**src/rtl/m10_egrs_spi_slave.sv**
```systemverilog
// rtl/m10_egrs_spi_slave.sv - Oversampled SPI slave for the PMCI-to-MAX10 egress link
module m10_egrs_spi_slave #(
    parameter int         SYNC_STAGES = 2,
    parameter int         FIFO_DEPTH  = 8,
    parameter logic [7:0] IDLE_BYTE   = 8'hFF
) (
    input  logic       clk,
    input  logic       reset,
    input  logic       egrs_spi_clk,
    input  logic       egrs_spi_csn,
    input  logic       egrs_spi_mosi,
    output logic       egrs_spi_miso,
    output logic       egrs_spi_miso_oe,
    output logic [7:0] rx_data,
    output logic       rx_sof,
    output logic       rx_valid,
    input  logic       rx_ready,
    input  logic [7:0] tx_data,
    input  logic       tx_valid,
    output logic       tx_ready,
    output logic       frame_end,
    output logic       frame_err,
    output logic       rx_overflow,
    input  logic       ovf_clr
);

    localparam int AW = $clog2(FIFO_DEPTH);

    typedef enum logic [1:0] {WAIT_IDLE, IDLE, ACTIVE} state_t;

    state_t state;
    state_t state_next;

    logic [SYNC_STAGES-1:0] sclk_sync;
    logic [SYNC_STAGES-1:0] csn_sync;
    logic [SYNC_STAGES-1:0] mosi_sync;
    logic                   sclk_prev;
    logic                   csn_prev;
    logic                   sclk_s;
    logic                   csn_s;
    logic                   mosi_s;
    logic                   sclk_rise;
    logic                   sclk_fall;
    logic                   csn_rise;
    logic                   csn_fall;

    logic [2:0] bit_cnt;
    logic [6:0] rx_shift;
    logic       sof_pend;
    logic       push_req;
    logic [7:0] push_data;
    logic       push_sof;
    logic [7:0] tx_shift;
    logic       first_fall;

    logic [8:0]  mem [FIFO_DEPTH];
    logic [AW:0] wr_ptr;
    logic [AW:0] rd_ptr;
    logic        fifo_full;
    logic        fifo_empty;
    logic        pop;
    logic        wr_en;
    logic        ovf_set;
    logic [8:0]  rd_entry;

    // Synchronize the SPI pins; sync flops clear to 0 so that a reset taken while
    // csn is low keeps the FSM parked until csn is genuinely seen high.
    always_ff @(posedge clk) begin
        if (reset) begin
            sclk_sync <= '0;
            csn_sync  <= '0;
            mosi_sync <= '0;
            sclk_prev <= 1'b0;
            csn_prev  <= 1'b0;
        end else begin
            sclk_sync <= {sclk_sync[SYNC_STAGES-2:0], egrs_spi_clk};
            csn_sync  <= {csn_sync[SYNC_STAGES-2:0], egrs_spi_csn};
            mosi_sync <= {mosi_sync[SYNC_STAGES-2:0], egrs_spi_mosi};
            sclk_prev <= sclk_sync[SYNC_STAGES-1];
            csn_prev  <= csn_sync[SYNC_STAGES-1];
        end
    end

    assign sclk_s    = sclk_sync[SYNC_STAGES-1];
    assign csn_s     = csn_sync[SYNC_STAGES-1];
    assign mosi_s    = mosi_sync[SYNC_STAGES-1];
    assign sclk_rise = sclk_s & ~sclk_prev;
    assign sclk_fall = ~sclk_s & sclk_prev;
    assign csn_rise  = csn_s & ~csn_prev;
    assign csn_fall  = ~csn_s & csn_prev;

    // Frame state register.
    always_ff @(posedge clk) begin
        if (reset) begin
            state <= WAIT_IDLE;
        end else begin
            state <= state_next;
        end
    end

    // Frame state transitions; WAIT_IDLE refuses to join a frame already in progress.
    always_comb begin
        state_next = state;
        case (state)
            WAIT_IDLE: if (csn_s)    state_next = IDLE;
            IDLE:      if (csn_fall) state_next = ACTIVE;
            ACTIVE:    if (csn_rise) state_next = IDLE;
            default:   state_next = WAIT_IDLE;
        endcase
    end

    // Bit-level shift engine: rx deserializer, tx serializer and frame-end pulses.
    always_ff @(posedge clk) begin
        if (reset) begin
            bit_cnt    <= 3'd0;
            rx_shift   <= 7'd0;
            sof_pend   <= 1'b1;
            push_req   <= 1'b0;
            push_data  <= 8'h00;
            push_sof   <= 1'b0;
            tx_shift   <= 8'h00;
            first_fall <= 1'b0;
            tx_ready   <= 1'b0;
            frame_end  <= 1'b0;
            frame_err  <= 1'b0;
        end else begin
            push_req  <= 1'b0;
            tx_ready  <= 1'b0;
            frame_end <= 1'b0;
            frame_err <= 1'b0;
            if (state == IDLE && csn_fall) begin
                tx_shift   <= tx_valid ? tx_data : IDLE_BYTE;
                tx_ready   <= tx_valid;
                first_fall <= 1'b1;
                bit_cnt    <= 3'd0;
                sof_pend   <= 1'b1;
            end else if (state == ACTIVE) begin
                if (csn_rise) begin
                    frame_end <= 1'b1;
                    frame_err <= (bit_cnt != 3'd0);
                    bit_cnt   <= 3'd0;
                    sof_pend  <= 1'b1;
                end else if (sclk_rise) begin
                    rx_shift <= {rx_shift[5:0], mosi_s};
                    bit_cnt  <= bit_cnt + 3'd1;
                    if (bit_cnt == 3'd7) begin
                        push_req  <= 1'b1;
                        push_data <= {rx_shift, mosi_s};
                        push_sof  <= sof_pend;
                        sof_pend  <= 1'b0;
                    end
                end else if (sclk_fall) begin
                    first_fall <= 1'b0;
                    if (bit_cnt == 3'd0 && !first_fall) begin
                        tx_shift <= tx_valid ? tx_data : IDLE_BYTE;
                        tx_ready <= tx_valid;
                    end else begin
                        tx_shift <= {tx_shift[6:0], 1'b0};
                    end
                end
            end
        end
    end

    assign fifo_empty = (wr_ptr == rd_ptr);
    assign fifo_full  = (wr_ptr[AW] != rd_ptr[AW]) && (wr_ptr[AW-1:0] == rd_ptr[AW-1:0]);
    assign pop        = rx_valid && rx_ready;
    assign wr_en      = push_req && (!fifo_full || pop);
    assign ovf_set    = push_req && fifo_full && !pop;

    // FIFO storage; contents are only observed through the valid-gated read port.
    always_ff @(posedge clk) begin
        if (wr_en) begin
            mem[wr_ptr[AW-1:0]] <= {push_sof, push_data};
        end
    end

    // FIFO pointers and sticky overflow; a new overflow beats a simultaneous clear.
    always_ff @(posedge clk) begin
        if (reset) begin
            wr_ptr      <= '0;
            rd_ptr      <= '0;
            rx_overflow <= 1'b0;
        end else begin
            if (wr_en) wr_ptr <= wr_ptr + 1'b1;
            if (pop)   rd_ptr <= rd_ptr + 1'b1;
            if (ovf_set) begin
                rx_overflow <= 1'b1;
            end else if (ovf_clr) begin
                rx_overflow <= 1'b0;
            end
        end
    end

    assign rd_entry         = mem[rd_ptr[AW-1:0]];
    assign rx_valid         = !fifo_empty;
    assign rx_data          = rx_valid ? rd_entry[7:0] : 8'h00;
    assign rx_sof           = rx_valid ? rd_entry[8] : 1'b0;
    assign egrs_spi_miso_oe = (state == ACTIVE);
    assign egrs_spi_miso    = (state == ACTIVE) ? tx_shift[7] : 1'b0;

endmodule
```
**config.mk**
```make
export PLATFORM = sky130hd
export DESIGN_NAME = m10_egrs_spi_slave
export DESIGN_NICKNAME = d
export VERILOG_FILES = /design/src/rtl/m10_egrs_spi_slave.sv
export SDC_FILE = /design/constraint.sdc
export NUM_CORES = 1
export LEC_CHECK = 0
export ABC_AREA = 1
export CAP_MARGIN = 0
export CORE_ASPECT_RATIO = 0.7
export CORE_MARGIN = 2
export CORE_UTILIZATION = 58
export DETAILED_ROUTE_END_ITERATION = 6
export GPL_TIMING_DRIVEN = 0
export PLACE_DENSITY = 0.8
export SKIP_LAST_GASP = 1
export SLEW_MARGIN = 25
export SYNTH_ARGS = -nofsm -noshare
export SYNTH_HDL_FRONTEND = slang
export SYNTH_SLANG_ARGS = --single-unit
```
**constraint.sdc**
```tcl
create_clock -name clk -period 2.45 [get_ports clk]
set_input_delay 0.3675 -clock clk [delete_from_list [all_inputs] [get_ports clk]]
set_output_delay 0.3675 -clock clk [all_outputs]
set_load 0.02 [all_outputs]
```
-- Word level (Yosys, flattened, before mapping)
Memories as Yosys holds them, arrays and structs flattened. A register that Yosys moved wholly into a read port is not among the register bits.
Cells that the tools add are included.
- register bits after elaboration: 52
- bits in latches: 0
- memory bits (writable): 72
- ROM bits: 0
- input port bits: 16
- word-level logic and storage cells: 115
- memories: 1
- add/subtract/negate cells: 3
- multipliers: 0
- divide/modulo/power cells: 0
- magnitude comparators: 0
- equal/unequal tests: 11
- shifts and indexed selects: 0
- muxes and demuxes: 38
- bitwise operators: 12
- reductions and logical operators: 30
- memories (memory ; words ; bits a word ; read ports ; clocked after memory_dff ; write ports ; RTL line ; RTL):
    mem ; 8 ; 9 ; 1 ; 1 ; 1 ; 56 ; logic [8:0] mem [FIFO_DEPTH];
- operator list (kind ; count):
    two-way mux 8 bit ; 8
    two-way mux 1 bit ; 22
    two-way mux 3 bit ; 4
    nonzero test 2 bit ; 5
    adder 4 x 1 -> 4 bit, second input constant ; 2
    NOT 1 bit ; 8
    AND reduction 4 bit ; 2
    logical AND 1 bit ; 7
    two-way mux 2 bit ; 3
    != test 2 x 1 -> 1 bit, second input constant ; 3
    one-hot mux 2 bit (3 select lines) ; 1
    AND reduction 3 bit ; 2
    AND reduction 5 bit ; 1
    OR reduction 5 bit ; 1
    AND 1 bit ; 4
    == test 4 bit ; 1
    logical NOT 1 bit ; 4
    != test 2 bit, second input constant ; 2
    OR reduction 4 bit ; 1
    adder 3 x 1 -> 3 bit, second input constant ; 1
    == test 3 bit ; 1
    == test 3 bit, second input constant ; 1
    logical NOT 3 bit ; 1
    nonzero test 3 bit ; 1
    8 further kinds ; 8

-- Longest topological paths before layout
Gate-level depths: netlist of run 1.
- depth in word-level cells: 8
- depth in mapped cells: 10

-- Worst setup path after synthesis of run 1
OpenSTA, ideal clock, no wires.
- path kind: register to register
- start point: reg wr_ptr[0]
- end point: mem mem[0][0], enable pin
- arrival time: 1.528 ns
- data required time: 2.063 ns
- path slack: 0.535 ns
- cell stages (with the launch flop): 9
- path buffers: 1
- path through: dfxtp_1 > buf_6 > inv_2 > nand2_1 > nand2_1 > nor2_4 > nand3_2 > nand2_4 > nor3_1
- word-level cells in the longest chain between the ends: 7
- elaborated cells on any way between the ends: 10
- those cells by class: 2 x eq/ne; 2 x mux; 6 x reduce/logical
- ends and longest elaborated chain (item ; RTL line ; RTL):
    from (decl) ; 57 ; logic [AW:0] wr_ptr;
    from (signal assigned) ; 185 ; if (wr_en) wr_ptr <= wr_ptr + 1'b1;
    == test 4 bit or == test 3 bit (tied branches) ; 165, 166 ;
    logical NOT 1 bit or logical AND 1 bit (tied branches) ; 196, 166 ;
    logical AND 1 bit or logical NOT 1 bit (tied branches) ; 167, 168 ;
    logical OR 1 bit ; 168 ; assign wr_en = push_req && (!fifo_full || pop);
    logical AND 1 bit ; 168 ;
    two-way mux 1 bit ; 173 ; if (wr_en) begin
    two-way mux 1 bit (not written as such) ; 174 ; mem[wr_ptr[AW-1:0]] <= {push_sof, push_data};
    to (decl) ; 56 ;
Parallel ways exist; a longest one is shown, timed or not.

==> summary.txt, run 1 <==
Clocking
  – Clock Path Buffers: 2
  – Worst-Skew Late Latency: 0.41 ns
  – Num CTS Buffers: 17
  – Clock tree from TritonCTS: done
  – Clock tree sinks: 127
  – CTS clock-pin slew for the worst setup and hold paths: approximately 0.050 ns
  – Root Buffer: sky130_fd_sc_hd__clkbuf_16
  – Count of H-tree levels built during CTS: 4

Critical path
  – CP Launch Type: register
  – Largest fanout on the critical path: 10
  – Worst Setup End Kind: primary output
  – Worst R2R Path Depth: 9
  – Crit path DAT: 1.99 ns
  – Reg-to-reg slack, setup: 0.12 ns
  – Worst EP required: around 2.1 ns
  – Crit Path Category: reg2out

Layout
  – Most frequent cells in the layout: sky130_fd_sc_hd__nor2_1 (94), sky130_fd_sc_hd__edfxtp_1 (72), sky130_fd_sc_hd__o21ai_0 (67)
  – Layout cell share with drive strength beyond 1: 13.9%
  – Antenna cell count: 0
  – Area growth syn-to-layout: 23.8%
  – Net count, final: 582
  – Most frequent standard cell in the layout excluding fill and tap cells: sky130_fd_sc_hd__nor2_1

Timing
  – Final worst path period share: 96.1%
  – Worst setup skew after layout: about 0.0084 ns
  – Slew of the pin with the lowest slew margin: 1.00 ns
  – Setup violations, final: 0
  – Endpoints failing hold: 0
  – Worst setup slack after layout: 0.0960 ns
  – RSZ-0062 raised after global routing: true
  – Max Clock Freq: 425 MHz
  – Number of pins with negative max-slew slack in the final report: 0
  – Relative slew slack: 33.0%
  – Clock period minus worst slack: 2.35 ns
  – TNS Setup: 0 ns

Floorplanning
  – Die H: 82.2 um
  – Die Width: between 100 and 150 um
  – Effective utilization at floorplan: 59.8%
  – Number of placement rows: 28
  – I/O Pins: 32
  – Area enclosed by the die boundary: 9510 um2
  – Core area: 8480 um2

Synthesis
  – Seq/Total Area, Yosys: 64.4%
  – Yosys warnings: 0
  – Mean post-synth cell area: 9.96 um2
  – Primary FF master, synth: sky130_fd_sc_hd__edfxtp_1
  – Yosys cell types: 27
  – Mapped Cells: 509
  – Syn nets: 530
  – Number of enable flip-flop cells after synthesis: between 70 and 80
  – Flip-flop and latch count after synthesis: around 130
  – Post-synth design cell area: a little over 5000 um2
  – Share of flip-flops with an asynchronous set or reset after synthesis: 0%

Power and ir drop
  – Largest voltage drop on the vdd net: 0.725 mV
  – Reported leakage power: 0.00219 uW
  – Areal power density over the cells: 803 nW/um2

Place
  – Half-perimeter wire length of the detailed placement result: 7390 um
  – Dpl ws: -0.128 ns
  – Number of I/O port buffers: 30
  – GP Congestion: 0.819

Routing
  – Detailed-route wire length per cell: 16.7 um
  – Final wirelength: 11,600 um
  – Vias per std cell: between 5 and 6
  – Detailed Routing Iterations Pass 1: 5
  – Total DRC errors in the routed layout: 0
  – Antenna-violating nets left: 0
  – Overall via count from detail_route: 3,866
  – Initial detailed-routing violation count: 416

GRT
  – First-pass GRT wire length: 18,100 um
  – Combined global-route utilization of all metal layers: 25.7%
  – Largest net degree at the start of global routing: 17
  – Remaining global-route overflow: 0
  – Initial antenna violation count: 0
  – Number of global-route vias before repair: roughly 3.6k

Flow run
  – Number of maximum-capacitance constraint violations: 0

Min path
  – Class of the tightest hold or removal check: in2reg
  – Number of instances on the worst hold path: 2

Outcome
  – Outcome: finished, final reports clean
==> Yosys cell counts, types with 2 or more instances <==
cell                       number  area (um2)
sky130_fd_sc_hd__inv_2          4        15.0
sky130_fd_sc_hd__nor3_1         4        20.0
sky130_fd_sc_hd__edfxtp_1      72        2160
sky130_fd_sc_hd__buf_2          9        45.0
sky130_fd_sc_hd__nand3_1       20         100
sky130_fd_sc_hd__o211ai_1       9        67.6
sky130_fd_sc_hd__nand2_1       50         188
sky130_fd_sc_hd__clkbuf_1      10        37.5
sky130_fd_sc_hd__o22ai_1       10        62.6
sky130_fd_sc_hd__nor2_1        95         357
sky130_fd_sc_hd__inv_1         46         173
sky130_fd_sc_hd__xor2_1         4        35.0
sky130_fd_sc_hd__dfxtp_1       55        1100
sky130_fd_sc_hd__nand2_2        5        31.3
sky130_fd_sc_hd__buf_6          3        33.8
sky130_fd_sc_hd__a21oi_1       29         145
sky130_fd_sc_hd__nand3_2        2        20.0
sky130_fd_sc_hd__nor2_4         2        22.5
sky130_fd_sc_hd__o21ai_0       68         340
sky130_fd_sc_hd__ha_1           5        62.6
==> per-layer routing <==
metal	routed length [um]	part of all wire [%]	track usage, %
met5	0	0	0
met4	161	1.4	10.4
met3	935	8.1	7.81
met2	5450	47	40.2
met1	5020	43	34.1
==> kinds of logic after synthesis <==
logic type	Yosys count	synth area share (%)
AO/OA/AOI/OAI	118	12.4
XOR/XNOR	5	0.864
adder cells (fa/ha/maj)	5	1.23
buffers and inverters	73	6.07
AND/OR/NAND/NOR	181	15.0
flip-flops	127	64.4
==> path summary, 6_finish.rpt <==
| kind | start | end |
|---|---|---|
| worst max-delay path | register | rx_data[7] |
| worst min-delay path | reset | register |
| worst max register to register | wr_ptr[0] | mem[3][1] |
| worst min register to register | csn_sync[0] | csn_sync[1] |
==> area by class of cell <==
type / instances / area (um2)
well taps: 120 / 150
clock buffers: 28 / 627
clock inverters: 4 / 51.3
plain buffers: 20 / 140
multi-input cells: 309 / 1530
flip-flops and latches: 127 / 3260
fillers: 568 / 2210
inverters: 51 / 195
repair buffers: 35 / 315
==> per-stage QoR <==
step / instances / utilization [%] / hold WS [ns] / power, uW / area (um2)
floorplan: 509 / - / 0.388 / 2310 / 5070
global placement: 659 / 65.1 / 0.390 / 2350 / 5520
detailed placement: 661 / 65.4 / 0.398 / 2350 / 5550
CTS: 693 / 73.9 / 0.322 / 5060 / 6260
global route: 694 / 74.0 / 0.339 / 5160 / 6270
finish: 694 / 74.0 / 0.341 / 5040 / 6270
==> repair_timing <==
item                       4_1_cts  5_1_grt
setup buffers                    2        1
pin swaps                        1        1
gates resized for setup         28       14
hold buffers                     0        0
setup endpoints to repair       10        8
gates cloned                     0        0
==> flip-flops by register name (all words and copies together) (netlist names), 3 cells and up, named ones only <==
signal	cells
mem	72
rd_ptr	4
bit_cnt	3
wr_ptr	4
rx_shift	7
tx_shift	8
push_data	8
==> power by group <==
part	switching (uW)	internal, uW	leakage [uW]
clock network	883	1850	0.000334
registers	3.33	2240	0.000941
logic	34.5	30.4	0.000911
total	920	4120	0.00219
==> critical path, stage by stage, from the launching register on <==
cell	delay, ns
sky130_fd_sc_hd__dfxtp_1	0.31
sky130_fd_sc_hd__buf_4	0.19
sky130_fd_sc_hd__clkbuf_4	0.23
sky130_fd_sc_hd__o21ai_0	0.13
sky130_fd_sc_hd__o211ai_1	0.20
sky130_fd_sc_hd__nand2_1	0.11
sky130_fd_sc_hd__nor2_2	0.14
sky130_fd_sc_hd__clkdlybuf4s15_2	0.28
Power figures use the tool's default switching activity.
==> run 2, diff against run 1 <==
- CORE_UTILIZATION: 58 -> 30
- DONT_BUFFER_PORTS: unset -> 1
- PLACE_DENSITY: 0.8 -> 0.46
==> run 2 against run 1 <==
Die area rose by 89%; routed wire length rose by 2.1%; total power fell by 8.7%; clock-buffer cell count fell by 10; sequential cell count did not move; sequential power barely moved; critical endpoint is now rx_data[0].
==> summary.txt, run 2 (synthesis results as in run 1) <==
Outcome
  – Outcome: finished, final reports clean (unchanged)

Min path
  – Hold path startpoint: egrs_spi_clk (was reset)
  – Class of the tightest hold or removal check: in2reg (unchanged)

Routing
  – Detailed Routing Iterations Pass 1: 4 (was 5)
  – Total DRC errors in the routed layout: 0 (unchanged)
  – Overall via count from detail_route: 3,523 (was 3,866)
  – Initial detailed-routing violation count: 271 (was 416)
  – Vias per std cell: 4.59 (was 5.57)
  – Detailed-route wire length per cell: 15.4 um (was 16.7 um)
  – Final wirelength: 11,800 um (was 11,600 um)
  – Antenna-violating nets left: 0 (unchanged)

Floorplanning
  – Die H: 113 um (was 82.2 um)
  – Number of placement rows: 39 (was 28)
  – Die Width: 159 um (was 116 um)
  – Core area: 16,400 um2 (was 8480 um2)
  – Effective utilization at floorplan: 30.8% (was 59.8%)
  – I/O Pins: 32 (unchanged)
  – Area enclosed by the die boundary: 18,000 um2 (was 9510 um2)

Power and ir drop
  – Reported leakage power: 0.00196 uW (was 0.00219 uW)
  – Areal power density over the cells: 768 nW/um2 (was 803 nW/um2)
  – Largest voltage drop on the vdd net: 0.337 mV (was 0.725 mV)

Layout
  – Area growth syn-to-layout: 18.2% (was 23.8%)
  – Antenna cell count: 0 (unchanged)
  – Number of standard cells in the layout, taps in and fillers out: 768 (was 694)
  – Most frequent cells in the layout: sky130_fd_sc_hd__nor2_1 (86), sky130_fd_sc_hd__edfxtp_1 (72), sky130_fd_sc_hd__o21ai_0 (68) (was sky130_fd_sc_hd__nor2_1 (94), sky130_fd_sc_hd__edfxtp_1 (72), sky130_fd_sc_hd__o21ai_0 (67))
  – Post-route design area: 5990 um2 (was 6270 um2)
  – Layout cell share with drive strength beyond 1: 14.2% (was 13.9%)
  – Post-route core utilization: 36.4% (was 74.0%)
  – Most frequent standard cell in the layout excluding fill and tap cells: sky130_fd_sc_hd__nor2_1 (unchanged)
  – Max FFs per register: 72 (unchanged)
  – Net count, final: 551 (was 582)

GRT
  – Initial antenna violation count: 0 (unchanged)
  – Remaining global-route overflow: 0 (unchanged)
  – First-pass GRT wire length: 18,800 um (was 18,100 um)
  – Largest net degree at the start of global routing: 17 (unchanged)
  – Number of global-route vias before repair: 3,417 (was 3,636)
  – Combined global-route utilization of all metal layers: 13.8% (was 25.7%)

Place
  – GP Congestion: 0.730 (was 0.819)
  – Placement Cell Area: 5380 um2 (was 5550 um2)
  – Half-perimeter wire length of the detailed placement result: 8120 um (was 7390 um)
  – Number of I/O port buffers: 0 (was 30)
  – Placed Instances: 736 (was 661)

Critical path
  – Worst Setup End Kind: primary output (unchanged)
  – Reg-to-reg slack, setup: 0.29 ns (was 0.12 ns)
  – Crit path DAT: 1.99 ns (about the same)
  – CP Launch Type: register (unchanged)
  – Worst R2R Path Depth: 8 (was 9)
  – Largest fanout on the critical path: 10 (unchanged)
  – Endpoint of the worst-slack reg-to-reg timing path: mem[5][0] (was mem[3][1])
  – Worst EP required: 2.08 ns (about the same)
  – Critical path destination: rx_data[0] (was rx_data[7])
  – Crit Path Category: reg2out (unchanged)
  – Worst reg2reg path startpoint: wr_ptr[0] (unchanged)

Timing
  – Worst hold slack: 0.0612 ns (was 0.341 ns)
  – Max Clock Freq: 424 MHz (was 425 MHz)
  – Number of pins with negative max-slew slack in the final report: 0 (unchanged)
  – Worst setup skew after layout: 0.00908 ns (was 0.00838 ns)
  – Endpoints failing hold: 0 (unchanged)
  – Setup violations, final: 0 (unchanged)
  – Clock period minus worst slack: 2.36 ns (was 2.35 ns)
  – Slew of the pin with the lowest slew margin: 0.999 ns (was 1.00 ns)
  – Relative slew slack: 33.1% (was 33.0%)
  – Final worst path period share: 96.3% (was 96.1%)

Clocking
  – Clock Path Buffers: 2 (unchanged)
  – CTS clock-pin slew for the worst setup and hold paths: 0.06 ns (was 0.05 ns)
  – Root Buffer: sky130_fd_sc_hd__clkbuf_16 (unchanged)
  – Count of H-tree levels built during CTS: 4 (unchanged)
  – Worst-Skew Late Latency: 0.41 ns (about the same)
  – Clock tree sinks: 127 (unchanged)
  – Num CTS Buffers: 17 (unchanged)
  – CTS hold repair buffers: 0 (unchanged)
  – Clock tree from TritonCTS: done (unchanged)

Flow run
  – Number of maximum-capacitance constraint violations: 0 (unchanged)
run 2: cell types whose count changed in the layout (fill, tap and decap cells not counted), sizes merged:
cell and change:
dlygate4sd2 -3, inv +3, buf -5, clkdlybuf4s15 -2
clkinvlp +1, clkdlybuf4s50 -21, clkinv +6, clkbuf -10
run 2: how the worst min path moves through the flow:
| stage | end | slack, ns | cells after the start |
|---|---|---|---|
| 2_1_floorplan | csn_sync[1] | 0.39 | 2 |
| 3_3_place_gp | csn_sync[1] | 0.40 | 2 |
| 3_5_place_dp | csn_sync[1] | 0.40 | 2 |
| 4_1_cts | sclk_sync[0] | 0.04 | 2 |
| 5_1_grt | mosi_sync[0] | 0.06 | 2 |
| 6_report | sclk_sync[0] | 0.06 | 2 |
run 2: worst max-delay path, cell delays in order (launching register included):
cell	delay (ns)
sky130_fd_sc_hd__dfxtp_1	0.29
sky130_fd_sc_hd__buf_2	0.19
sky130_fd_sc_hd__inv_2	0.17
sky130_fd_sc_hd__clkbuf_4	0.24
sky130_fd_sc_hd__nor2_1	0.07
sky130_fd_sc_hd__o22ai_2	0.24
sky130_fd_sc_hd__nor2_1	0.12
sky130_fd_sc_hd__nor2_2	0.26
run 2: power by group:
| group | total, uW | switching (uW) | internal [uW] |
|---|---|---|---|
| clock network | 2320 | 929 | 1390 |
| logic | 41.6 | 30.5 | 11.1 |
| registers | 2240 | 3.23 | 2240 |
run 2: routing by layer:
metal  track usage (%)  vias to the layer above  routed length (um)
li1                  -                     1770                   -
met1              19.7                     1687                6080
met2              20.1                       61                5120
met3              4.36                        5                 556
met4              3.94                        0                  57
met5                 0                        -                   0
run 2: timing repair:
action / in CTS / in global routing
gates resized for setup: 13 / 10
setup buffers: 0 / 0
hold endpoints to repair: 0 / 0
pin swaps: 1 / 5
setup endpoints to repair: 9 / 8
run 2: final cells by class:
type	instances	area [um2]
clock buffer	18	429
timing repair buffer	2	15.0
clock inverter	14	119
inverter	51	191
fill	1659	10500
buffer	22	131
tap	225	282
multi-input combinational	309	1560
sequential	127	3260
run 2: stage by stage:
stage	worst slack, ns	total power (uW)	setup TNS [ns]
after floorplan	0.535	2310	0
after global placement	-0.125	2330	-2.04
after detailed placement	0.217	2330	0
after CTS	-0.0107	4650	-0.0107
after global routing	-0.00545	4770	-0.00545
final	0.0898	4600	0
==> run 3, diff against run 2 <==
- GPL_TIMING_DRIVEN: 0 -> unset
- HOLD_SLACK_MARGIN: unset -> 0.02
==> run 3 against run 2 <==
Die area unchanged; sequential share of layout area is 0.59 points higher; maximum frequency is 4.0% higher; critical path depth is 1 lower; non-clock buffer count decreased by 10; sequential cell count stayed put; clock-buffer cell count increased by 1; sequential power about the same; core utilization fell by 0.39 points; via count decreased by 2.4%; clock power is 2% higher.
==> summary.txt, run 3 (synthesis results as in run 1) <==
Outcome
  – Outcome: finished, final reports clean (unchanged)

Layout
  – Number of standard cells in the layout, taps in and fillers out: 757 (was 768)
  – Max FFs per register: 72 (unchanged)
  – Most frequent cells in the layout: sky130_fd_sc_hd__nor2_1 (88), sky130_fd_sc_hd__edfxtp_1 (72), sky130_fd_sc_hd__o21ai_0 (68) (was sky130_fd_sc_hd__nor2_1 (86), sky130_fd_sc_hd__edfxtp_1 (72), sky130_fd_sc_hd__o21ai_0 (68))
  – Most frequent standard cell in the layout excluding fill and tap cells: sky130_fd_sc_hd__nor2_1 (unchanged)
  – Net count, final: 541 (was 551)
  – Area growth syn-to-layout: 16.9% (was 18.2%)
  – Antenna cell count: 0 (unchanged)
  – Layout cell share with drive strength beyond 1: 11.1% (was 14.2%)

Critical path
  – Worst Setup End Kind: primary output (unchanged)
  – Highest-delay cell along the critical path: sky130_fd_sc_hd__dfxtp_1 (unchanged)
  – CP delay by family, top: buffers and inverters (unchanged)
  – Worst R2R Path Depth: 6 (was 8)
  – Reg-to-reg slack, setup: 0.37 ns (was 0.29 ns)
  – Crit Path Category: reg2out (unchanged)
  – Crit path DAT: 1.90 ns (was 1.99 ns)
  – Worst EP required: 2.08 ns (about the same)
  – Slowest Stage Delay on Critical Path: 0.33 ns (was 0.29 ns)
  – Worst reg2reg path startpoint: wr_ptr[0] (unchanged)
  – Cell breakdown of the critical path: inv_2 -> buf_4 -> o21ai_0 -> o22ai_1 -> nor2_1 -> nor2_2 (was buf_2 -> inv_2 -> clkbuf_4 -> nor2_1 -> o22ai_2 -> nor2_1 -> nor2_2)
  – Largest fanout on the critical path: 15 (was 10)
  – CP Buf/Inv Count: 2 (was 3)
  – Endpoint of the worst-slack reg-to-reg timing path: mem[5][1] (was mem[5][0])
  – CP Launch Type: register (unchanged)

Routing
  – Total DRC errors in the routed layout: 0 (unchanged)
  – Detailed Routing Iterations Pass 1: 4 (unchanged)
  – Detailed-route wire length per cell: 14.4 um (was 15.4 um)
  – Final wirelength: 10,900 um (was 11,800 um)
  – Initial detailed-routing violation count: 240 (was 271)
  – Overall via count from detail_route: 3,438 (was 3,523)
  – Antenna-violating nets left: 0 (unchanged)
  – Vias per std cell: 4.54 (was 4.59)

Timing
  – Worst setup skew after layout: 0.00911 ns (was 0.00908 ns)
  – Endpoints failing hold: 0 (unchanged)
  – RSZ-0062 raised after global routing: false
  – TNS Setup: 0 ns (unchanged)
  – Setup violations, final: 0 (unchanged)
  – Slew of the pin with the lowest slew margin: 0.816 ns (was 0.999 ns)
  – Number of pins with negative max-slew slack in the final report: 0 (unchanged)
  – Relative slew slack: 45.4% (was 33.1%)
  – Clock period minus worst slack: 2.27 ns (was 2.36 ns)
  – Final worst path period share: 92.7% (was 96.3%)
  – Max Clock Freq: 440 MHz (was 424 MHz)

Floorplanning
  – Die H: 113 um (unchanged)
  – Effective utilization at floorplan: 30.8% (unchanged)
  – Core area: 16,400 um2 (unchanged)
  – Die Width: 159 um (unchanged)
  – Number of placement rows: 39 (unchanged)
  – Area enclosed by the die boundary: 18,000 um2 (unchanged)
  – I/O Pins: 32 (unchanged)

GRT
  – Remaining global-route overflow: 0 (unchanged)
  – Number of global-route vias before repair: 3,344 (was 3,417)
  – Largest net degree at the start of global routing: 29 (was 17)
  – First-pass GRT wire length: 18,000 um (was 18,800 um)
  – Initial antenna violation count: 0 (unchanged)
  – Combined global-route utilization of all metal layers: 13.2% (was 13.8%)

Clocking
  – Worst-Skew Late Latency: 0.41 ns (about the same)
  – Clock tree from TritonCTS: done (unchanged)
  – Clock tree sinks: 127 (unchanged)
  – Root Buffer: sky130_fd_sc_hd__clkbuf_16 (unchanged)
  – Num CTS Buffers: 17 (unchanged)
  – CTS clock-pin slew for the worst setup and hold paths: 0.05 ns (was 0.06 ns)
  – Clock Path Buffers: 2 (unchanged)
  – Count of H-tree levels built during CTS: 4 (unchanged)

Power and ir drop
  – Net switching component of the power: 926 uW (was 963 uW)
  – Areal power density over the cells: 785 nW/um2 (was 768 nW/um2)
  – Register share of total power: 48.1% (was 48.7%)
  – Clock power share: 51.0% (was 50.4%)
  – Largest voltage drop on the vdd net: 0.419 mV (was 0.337 mV)
  – Switch share: 19.9% (was 20.9%)
  – Internal: 3730 uW (was 3640 uW)
  – Reported leakage power: 0.00193 uW (was 0.00196 uW)
  – Part of the power in combinational logic: 0.9% (about the same)
  – Total power: 4650 uW (was 4600 uW)

Place
  – GP Congestion: 0.759 (was 0.730)
  – Number of I/O port buffers: 0 (unchanged)
  – Half-perimeter wire length of the detailed placement result: 7240 um (was 8120 um)
  – Placed Instances: 723 (was 736)

Min path
  – Number of instances on the worst hold path: 1 (was 2)
  – Endpoint of the worst hold path: rd_ptr[1] (was sclk_sync[0])
  – Class of the tightest hold or removal check: in2reg (unchanged)
  – Hold path startpoint: reset (was egrs_spi_clk)

Flow run
  – Number of maximum-capacitance constraint violations: 0 (unchanged)
-- run 3: per-stage QoR --
| stage | instance area (um2) | hold WS [ns] | util, % | worst slack, ns |
|---|---|---|---|---|
| after global placement | 5320 | 0.398 | 32.3 | 0.438 |
| after detailed placement | 5320 | 0.401 | 32.3 | 0.350 |
| final | 5920 | 0.0488 | 36.0 | 0.179 |
| after floorplan | 5070 | 0.388 | - | 0.535 |
| after global routing | 5920 | 0.0224 | 36.0 | 0.00664 |
| after CTS | 5890 | 0.0210 | 35.8 | 0.00333 |
-- run 3: worst register-to-register path, cell delays in order (launching register included) --
cell                      delay, ns
sky130_fd_sc_hd__dfxtp_1       0.50
sky130_fd_sc_hd__nand2_1       0.09
sky130_fd_sc_hd__nand2_1       0.11
sky130_fd_sc_hd__nor2_4        0.07
sky130_fd_sc_hd__nand3_2       0.13
sky130_fd_sc_hd__nand3_1       0.17
sky130_fd_sc_hd__nor2_1        0.63
-- run 3: worst max path at each step --
stage	slack (ns)	to	depth (start not counted)
finish	0.18	rx_data[1]	6
global route	0.007	rx_data[2]	7
CTS	0.003	rx_sof	7
detailed placement	0.35	mem[5][1]	6
global placement	0.44	mem[1][1]	6
floorplan	0.54	mem[0][0]	8
-- run 3: power groups by stage --
stage / Clock [uW] / Combinational [uW] / Sequential [uW]
2_1_floorplan: 0 / 30.9 / 2280
3_3_place_gp: 0 / 31.8 / 2280
3_5_place_dp: 0 / 32.5 / 2280
4_1_cts: 2420 / 40.6 / 2240
5_1_grt: 2540 / 48.0 / 2240
6_report: 2370 / 41.2 / 2240
-- run 3: area by class of cell --
class	count	area (um2)
well taps	225	282
inverters	51	191
clock inverters	12	121
fillers	1647	10500
flip-flops and latches	127	3260
multi-input cells	309	1520
repair buffers	14	113
clock buffers	19	433
-- run 3: routing by layer --
metal / up-vias / GRT usage (%) / part of all wire (%)
met5: - / 0 / 0
met4: 0 / 3.82 / 0.58
met3: 8 / 4.91 / 6.5
met2: 70 / 19.3 / 42
met1: 1615 / 18.3 / 51
li1: 1745 / - / -
-- run 3: what timing repair did --
| action | CTS | global route |
|---|---|---|
| setup buffers | 0 | 0 |
| gates resized for setup | 0 | 8 |
| hold buffers | 2 | 1 |
| endpoints found under the setup margin | 0 | 7 |
| endpoints found under the hold margin | 18 | 2 |
==> RTL change, RTL diff (settings of run 3) <==
The parameter `FIFO_DEPTH` goes from 8 to 16.
--- a/src/rtl/m10_egrs_spi_slave.sv
+++ b/src/rtl/m10_egrs_spi_slave.sv
@@ -3,3 +3,3 @@
     parameter int         SYNC_STAGES = 2,
-    parameter int         FIFO_DEPTH  = 8,
+    parameter int         FIFO_DEPTH  = 16,
     parameter logic [7:0] IDLE_BYTE   = 8'hFF
Behaviour: no difference found for any inputs over 4 cycles, from zero or initial values and one cycle with reset high; that may be too few to reach the edited logic, so the function may still have changed.
==> RTL change against run 3 <==
Total power grew 49%. Count of clock-buffer cells in the layout grew 6. Synthesized area grew 64%. Wire length grew 96%. Setup slack lost 140 ps. Non-clock buffer count grew 38. Sequential cell count grew 75. Synthesized cell count grew 59%. Cell area grew 70%.
==> RTL change: results (changes against run 3) <==
outcome:
  status: "completed"
route:
  drt_iter0_drc: 447  # +86%
  drt-total-wl_mm: 21.42  # +96%
  viasPerCell: 4.641  # +2.2%
  dr.pass1.iters: 5  # +1
power:
  irDropWorstVdd_mv: 0.4693  # +12%
  p_leak_nw: 3.893  # +100%
placement:
  gp_congestion: 0.8087  # +6.5%
  port_buffers: 0  # unchanged
  hpwl_mm: 12.78  # +76%
logic_synthesis:
  synthAdderAreaFrac_pct: 1.204  # -0.030 points
  syn_nets: 831  # +57%
  synth_compound_area_share_pct: 8.821  # -3.6 points
  avgSynthCellArea_um2: 10.30  # +3.5%
  muxShareOfSynthArea_pct: 0  # unchanged
  ys_types: 32  # +19%
  synthTopCellsByArea: "edfxtp_1, dfxtp_1, nor2_1"
  ys.flop_type: "edfxtp_1"
  yosysSeqAreaShare_pct: 65.99  # +1.6 points
  yosysWarningCount: 0  # unchanged
  synthTopCellsByCount: "edfxtp_1, nor2_1, nand2_1"
  synth_edf_count: 144  # +100%
  synthXorXnorAreaFrac_pct: 0.6322  # -0.23 points
final_layout:
  drive_gt1_share_pct: 16.32  # +5.2 points
  nFillCells: 2707  # +64%
  final_cells: 1228  # +62%
  n_antenna_cell: 0  # unchanged
  largest_reg_flops: 144  # +100%
  nets: 874  # +62%
worst_setup_path:
  reg2reg_to: "mem[12][3]$_DFFE_PP_"
  reg2reg_depth: 9  # +3
  crit_end: "rx_sof"
  r2r_start: "wr_ptr[0]$_SDFFE_PP0P_"
  cp.arrival_ps: 2040  # +140 ps
  cp_max_fo: 5  # -10
  r2r_slack_ps: 310  # -60 ps
  crit_path_start_kind: "register"
min_path:
  min_from: "ovf_clr"
  hold_path.class: "in2reg"
  hold_depth: 3  # +2
  min_to: "rx_overflow$_SDFFE_PP0P_"
clock_tree:
  clk_latency_ps: 500  # +90 ps
  cts_made_buffers: 22  # +5
  clk_path_buf_depth: 3  # +1
  htree_levels: 1  # -3
floorplan:
  rows: 50  # +28%
global_routing:
  grt_pass1_wl_mm: 31.51  # +75%
  grt_antenna_before_repair: 0  # unchanged
  first_global_vias: 5284  # +58%
  grt_max_degree: 53  # +83%
  grt_use_total_pct: 14.04  # +0.86 points
sta:
  slew_headroom_pct: 37.38  # -8.0 points
  worst_clock_skew_ps: 9.075  # -0.03481 ps
-- RTL change: cell count changes in the layout (fill, tap and decap cells not counted), moves of 7 or more --
cell / delta
nor2_1: +45
inv_1: +14
buf_12: +8
clkbuf_16: +12
o21ai_1: +7
nand3_1: +33
nand2_2: +15
nand2_1: +65
edfxtp_1: +72
buf_4: +18
-- RTL change: final cells by class --
cell class	count	area, um2	share of cell area [%]
flip-flops and latches	202	5492	54.63
inverters	71	282.8	2.813
well taps	364	455.4	4.531
multi-input cells	501	2499	24.86
clock buffers	25	583.1	5.800
clock inverters	13	117.6	1.170
repair buffers	52	623.1	6.199
-- RTL change: what timing repair did --
action	in CTS	in global routing
pin swaps	0	21
hold buffers	5	0
setup buffers	2	5
gates resized for setup	10	44
cloned	0	8
endpoints found under the hold margin	23	0
setup endpoints to repair	9	9
-- RTL change: power by group --
group	switching [mW]	internal (mW)
Combinational	0.0301	0.0174
Sequential	0.00310	3.62
Clock	1.34	1.91
Total	1.37	5.55
-- RTL change: stage by stage --
step	cell area (um2)	power (mW)	setup slack [ps]	hold slack (ps)
CTS	9666	7.007	-23.70	30.01
global placement	8866	3.731	203.9	389.2
detailed placement	8869	3.731	173.3	395.5
floorplan	8312	3.727	672.9	388.3
global route	10050	7.136	-60.45	65.39
finish	10050	6.919	37.78	46.05
-- RTL change: worst max-delay path, stage by stage, from the launching register on --
cell and delay [ps]:
dfxtp_4 370, buf_12 150, buf_12 120, clkbuf_16 140, nand2_1 60, o211ai_1 70, nand3_1 100, nand2_2 80
nand2_1 80, nand2_2 90, nor2_4 140, buf_6 130
-- RTL change: per-layer routing --
layer	wire [um]	up-vias	global-route usage, %	part of all wire, %
met1	11290	2777	21.52	53
met4	347	0	2.958	1.6
li1	-	2820	-	-
met3	650	20	2.259	3.0
met5	0	-	0	0
met2	9131	82	20.71	43
